[config.mk]
export PLATFORM = sky130hd
export DESIGN_NAME = add_sub_seq16
export DESIGN_NICKNAME = d
export VERILOG_FILES = /design/src/rtl/add_sub_seq16.sv
export SDC_FILE = /design/constraint.sdc
export NUM_CORES = 1
export LEC_CHECK = 0
export BUFFER_PORTS_ARGS = -buffer_cell sky130_fd_sc_hd__buf_2
export CELL_PAD_IN_SITES_DETAIL_PLACEMENT = 2
export CELL_PAD_IN_SITES_GLOBAL_PLACEMENT = 2
export CORE_AREA = 2 2 98 100
export CTS_BUF_LIST = sky130_fd_sc_hd__clkbuf_8
export DETAILED_ROUTE_END_ITERATION = 16
export DIE_AREA = 0 0 100 102
export GPL_ROUTABILITY_DRIVEN = 1
export PLACE_DENSITY_LB_ADDON = 0.1
export SLEW_MARGIN = 40
export SYNTH_ARGS = -nofsm -noshare
export SYNTH_HDL_FRONTEND = slang
export SYNTH_SLANG_ARGS = --single-unit
[constraint.sdc]
create_clock -name i_clk -period 3.2 [get_ports i_clk]
set_clock_uncertainty 0.1 [all_clocks]
set_input_delay 0.32 -clock i_clk [delete_from_list [all_inputs] [get_ports i_clk]]
set_output_delay 0.32 -clock i_clk [all_outputs]
set_load 0.05 [all_outputs]
[src/rtl/add_sub_seq16.sv]
// Nibble-serial adder/subtractor. One 4-bit add/sub slice is reused over N_NIBBLES
// cycles, LSB nibble first, and the result is published only when the operation completes.
module add_sub_seq16 #(
    parameter int N_NIBBLES = 4
) (
    input  logic                   i_clk,
    input  logic                   i_reset,
    input  logic                   i_start,
    input  logic [4*N_NIBBLES-1:0] i_A,
    input  logic [4*N_NIBBLES-1:0] i_B,
    input  logic                   i_Mode,
    output logic                   o_busy,
    output logic                   o_done,
    output logic [4*N_NIBBLES-1:0] o_Sum,
    output logic                   o_Cout,
    output logic                   o_Zero,
    output logic                   o_Ovf
);
    localparam int W  = 4 * N_NIBBLES;
    localparam int CW = (N_NIBBLES > 1) ? $clog2(N_NIBBLES) : 1;
    localparam logic [CW-1:0] LAST_SLICE = CW'(N_NIBBLES - 1);

    typedef enum logic [1:0] {
        S_IDLE,
        S_RUN,
        S_DONE
    } state_t;

    state_t        r_state;
    logic [W-1:0]  r_a;
    logic [W-1:0]  r_b;
    logic [W-1:0]  r_acc;
    logic          r_mode;
    logic          r_carry;
    logic          r_a_msb;
    logic          r_beff_msb;
    logic [CW-1:0] r_cnt;

    logic [3:0]    w_b_eff;
    logic [4:0]    w_slice;
    logic [W-1:0]  w_acc_next;

    // Operands shift right each slice, so the active nibble is always bits [3:0].
    assign w_b_eff    = r_b[3:0] ^ {4{r_mode}};
    assign w_slice    = {1'b0, r_a[3:0]} + {1'b0, w_b_eff} + {4'b0000, r_carry};
    assign w_acc_next = (r_acc >> 4) | (W'(w_slice[3:0]) << (W - 4));

    // NOTE: every register here uses non-blocking assignment so all state updates
    // take effect together at the clock edge, independent of statement order.
    always_ff @(posedge i_clk) begin
        if (i_reset) begin
            r_state    <= S_IDLE;
            r_a        <= '0;
            r_b        <= '0;
            r_acc      <= '0;
            r_mode     <= 1'b0;
            r_carry    <= 1'b0;
            r_a_msb    <= 1'b0;
            r_beff_msb <= 1'b0;
            r_cnt      <= '0;
            o_busy     <= 1'b0;
            o_done     <= 1'b0;
            o_Sum      <= '0;
            o_Cout     <= 1'b0;
            o_Zero     <= 1'b1;
            o_Ovf      <= 1'b0;
        end else begin
            case (r_state)
                S_IDLE: begin
                    o_done <= 1'b0;
                    if (i_start) begin
                        r_state    <= S_RUN;
                        r_a        <= i_A;
                        r_b        <= i_B;
                        r_acc      <= '0;
                        r_mode     <= i_Mode;
                        r_carry    <= i_Mode;
                        r_a_msb    <= i_A[W-1];
                        r_beff_msb <= i_B[W-1] ^ i_Mode;
                        r_cnt      <= '0;
                        o_busy     <= 1'b1;
                    end
                end

                S_RUN: begin
                    r_a     <= r_a >> 4;
                    r_b     <= r_b >> 4;
                    r_acc   <= w_acc_next;
                    r_carry <= w_slice[4];
                    if (r_cnt == LAST_SLICE) begin
                        // Final slice: its top bit is the sign bit of the full result.
                        r_cnt   <= '0;
                        r_state <= S_DONE;
                        o_done  <= 1'b1;
                        o_Sum   <= w_acc_next;
                        o_Cout  <= w_slice[4];
                        o_Zero  <= (w_acc_next == '0);
                        o_Ovf   <= (r_a_msb == r_beff_msb) && (w_slice[3] != r_a_msb);
                    end else begin
                        r_cnt <= r_cnt + CW'(1);
                    end
                end

                S_DONE: begin
                    r_state <= S_IDLE;
                    o_done  <= 1'b0;
                    o_busy  <= 1'b0;
                end

                default: begin
                    r_state <= S_IDLE;
                    o_done  <= 1'b0;
                    o_busy  <= 1'b0;
                end
            endcase
        end
    end

endmodule

==> impl_metrics.tcl <==
set metrics [dict create \
    routedWlPerCell_um 15.9 \
    synth.area.mux_share_pct 0 \
    cts_num_sinks 73 \
    regArea_um2 1460 \
    powerDensity_nw_per_um2 586 \
    cts-root-buf "clkbuf_8" \
    dp_slack_ns 0.746 \
    hold_violations 0 \
    die_x_um 100 \
    grt_use_total_pct 17.6 \
    reg2reg_to "o_Zero" \
    synth_top_family_by_area "simple AND/OR/NAND/NOR gates" \
    top_level_ports 57 \
    synth_common_cells "nand2_1, dfxtp_1, nor2_1, a21oi_1, a311oi_1" \
    critPathMaxFanout 5 \
    antenna_found_initial 0 \
    synthMostInstantiatedCell "nand2_1" \
    overflow 0 \
    r2r_start "r_mode" \
    maxCapViolations 0 \
    drt-initial-drc-count 67 \
    netlist_area_um2 2940 \
    dp_hpwl_um 5640 \
    startpoint_type "flop" \
    synth_xor_area_share_pct 1.79 \
    insertion_delay_ns 0.35 \
    drive_above_1_share_pct 20.8 \
    fmax_ghz 0.413 \
    io_buffer_count 56 \
    ir_drop_uv 249 \
    hold_path_end "r_a[14]" \
    cp-end-kind "flop" \
    grt_max_degree 49 \
    first_pass_iters 4 \
    num_antenna_cells 0 \
    vias_per_cell 5.04 \
    ff2ff_path_depth 8 \
    cts-resized-gates 0 \
    ys.flop_type "dfxtp_1" \
    seq_area_frac_synth_pct 49.7 \
    critPathRequiredTime_ns 3.38 \
    synthArstFlopShare_pct 0 \
    row_count 35 \
    syn_nets 393 \
    grt_pass1_vias 2779 \
    nFillCells 1067 \
    postRouteAntennaNets 0 \
    ctsHoldBuffers 0 \
    arrival_ns 2.61 \
    synth-simple-area-share_pct 22.6 \
    period_share_pct 75.8 \
    synth_top_area_share_pct 49.7 \
    dieArea_um2 10200 \
    multi_input_area_um2 1360 \
    initial_core_util_pct 32.3 \
    hold_class "in2reg" \
    synth-edff-count 0 \
    post_cts_buffers 0 \
    reg2reg_slack_ns 0.78 \
    design.core.area_um2 9110 \
    final.setup.worst_slack_ns 0.776 \
    clk_path_buf_depth 2 \
    power.leakage_nw 1.44 \
    clk_pin_slew_ns 0.08 \
    slew_headroom_pct 45.7 \
    setup_viol 0 \
    wl_um 8190 \
    route.vias.total 2595 \
    synth_cells 351 \
    min_period_ns 2.42 \
    outcome "finished clean" \
    area_delta_synth_final_pct 20.1 \
    synth_top_cell_by_area "dfxtp_1" \
    ys_top_cells_by_area "dfxtp_1, nand2_1, a311oi_1, a21oi_1, nor2_1" \
    rsz0062_at_grt "false" \
    fin_nets 441 \
    gp_congestion 0.698 \
    synth_area_per_cell_um2 8.38 \
    cts_tree "yes" \
    whs_path_depth 3 \
    tns_ns 0 \
    grt_pass1_wl_um 14100 \
    worst_pin_slew_ns 0.813 \
    yosysUniqueCellTypes 38 \
    numCtsBuffers 9 \
    path_class "reg2reg" \
    yosys_warnings 0 \
    die_h_um 102 \
    synth-seq-cells 73 \
    cts_htree_levels 3 \
    drc 0 \
    synth-compound-area-share_pct 18.6 \
    yosys.area_share.adder_pct 3.06 \
    hp-start "i_A[14]" \
    final-max-slew-violation-count 0 \
]
## through the flow
stage | utilization, % | hold slack [ns] | cell area (µm²) | power [mW] | std cells
after floorplan | - | 0.337 | 2940 | 1.18 | 351
after global placement | 36.2 | 0.341 | 3300 | 1.26 | 499
after detailed placement | 36.2 | 0.349 | 3300 | 1.27 | 499
after CTS | 38.8 | 0.0820 | 3530 | 2.11 | 515
after global routing | 38.8 | 0.108 | 3530 | 2.18 | 515
final | 38.8 | 0.0964 | 3530 | 2.07 | 515
## sequential cells by signal, indices dropped and copies added (netlist names)
name        count
o_Sum          16
r_a            16
r_b            16
r_acc          12
r_cnt           2
r_state         2
o_Cout          1
o_Ovf           1
o_Zero          1
o_busy          1
o_done          1
r_a_msb         1
r_beff_msb      1
r_carry         1
r_mode          1
## where the power goes
part | internal (mW) | switching, mW | leakage, nW | total, mW
Clock | 0.479 | 0.346 | 0.115 | 0.825
Sequential | 0.955 | 0.0347 | 0.597 | 0.990
Combinational | 0.0993 | 0.155 | 0.727 | 0.254
Total | 1.53 | 0.536 | 1.44 | 2.07
## layer usage
metal  GRT usage [%]  vias up  share of wire, %
met2            29.5       39                48
met5               0        -                 0
met1            22.7     1238                47
met3            3.63       11               3.1
li1                -     1307                 -
met4            6.32        0               1.5
## area by class of cell
type,instances,area share (%)
clock inverters,5,2.20
repair buffers,62,9.21
inverters,5,0.531
well taps,111,3.93
clock buffers,11,4.29
flip-flops and latches,73,41.4
multi-input cells,248,38.5
## cell usage in the layout, fill, tap and decap left out, drive strengths merged
cell and instances:
o211ai 1, o21a 2, dfxtp 73, o21bai 1
clkinvlp 1, nor2 37, nand2 92, nor2b 3
and3b 1, o31ai 1, a211oi 2, clkbuf 11
nand3 9, nor3b 1, a311oi 25, ha 4
nand4 1, xor2 4, a21boi 1, nor4b 1
a31oi 1, bufinv 2, nor3 5, a21oi 31
or4 1, xnor2 2, clkinv 2, nor4 2
inv 5, a22oi 1, or3 3, nand2b 1
buf 62, nand3b 1, o21ai 2, fa 2
a22o 10
## how the worst max path moves through the flow
stage | start | end | slack, ns | cells past startpoint
after detailed placement | r_mode | o_Zero | 0.75 | 8
after CTS | r_mode | o_Zero | 0.73 | 8
final | r_mode | o_Zero | 0.78 | 8
after floorplan | r_mode | o_Zero | 0.88 | 9
after global placement | r_mode | o_Zero | 0.86 | 8
after global routing | r_mode | o_Zero | 0.60 | 8
## critical path, cell delays in order (launching register included)
cell and delay [ns]:
dfxtp_1 0.46, xor2_1 0.20, fa_1 0.21, inv_1 0.06
fa_1 0.52, nor4b_1 0.25, nand4_1 0.14, or3_1 0.32
o21ai_1 0.11
## logic make-up after synthesis
kind of cell,count (synthesis)
AO/OA/AOI/OAI,78
XOR/XNOR,6
AND/OR/NAND/NOR,158
buffers and inverters,30
adder cells (fa/ha/maj),6
flip-flops,73
No activity file was read; power rests on OpenSTA's default activity.
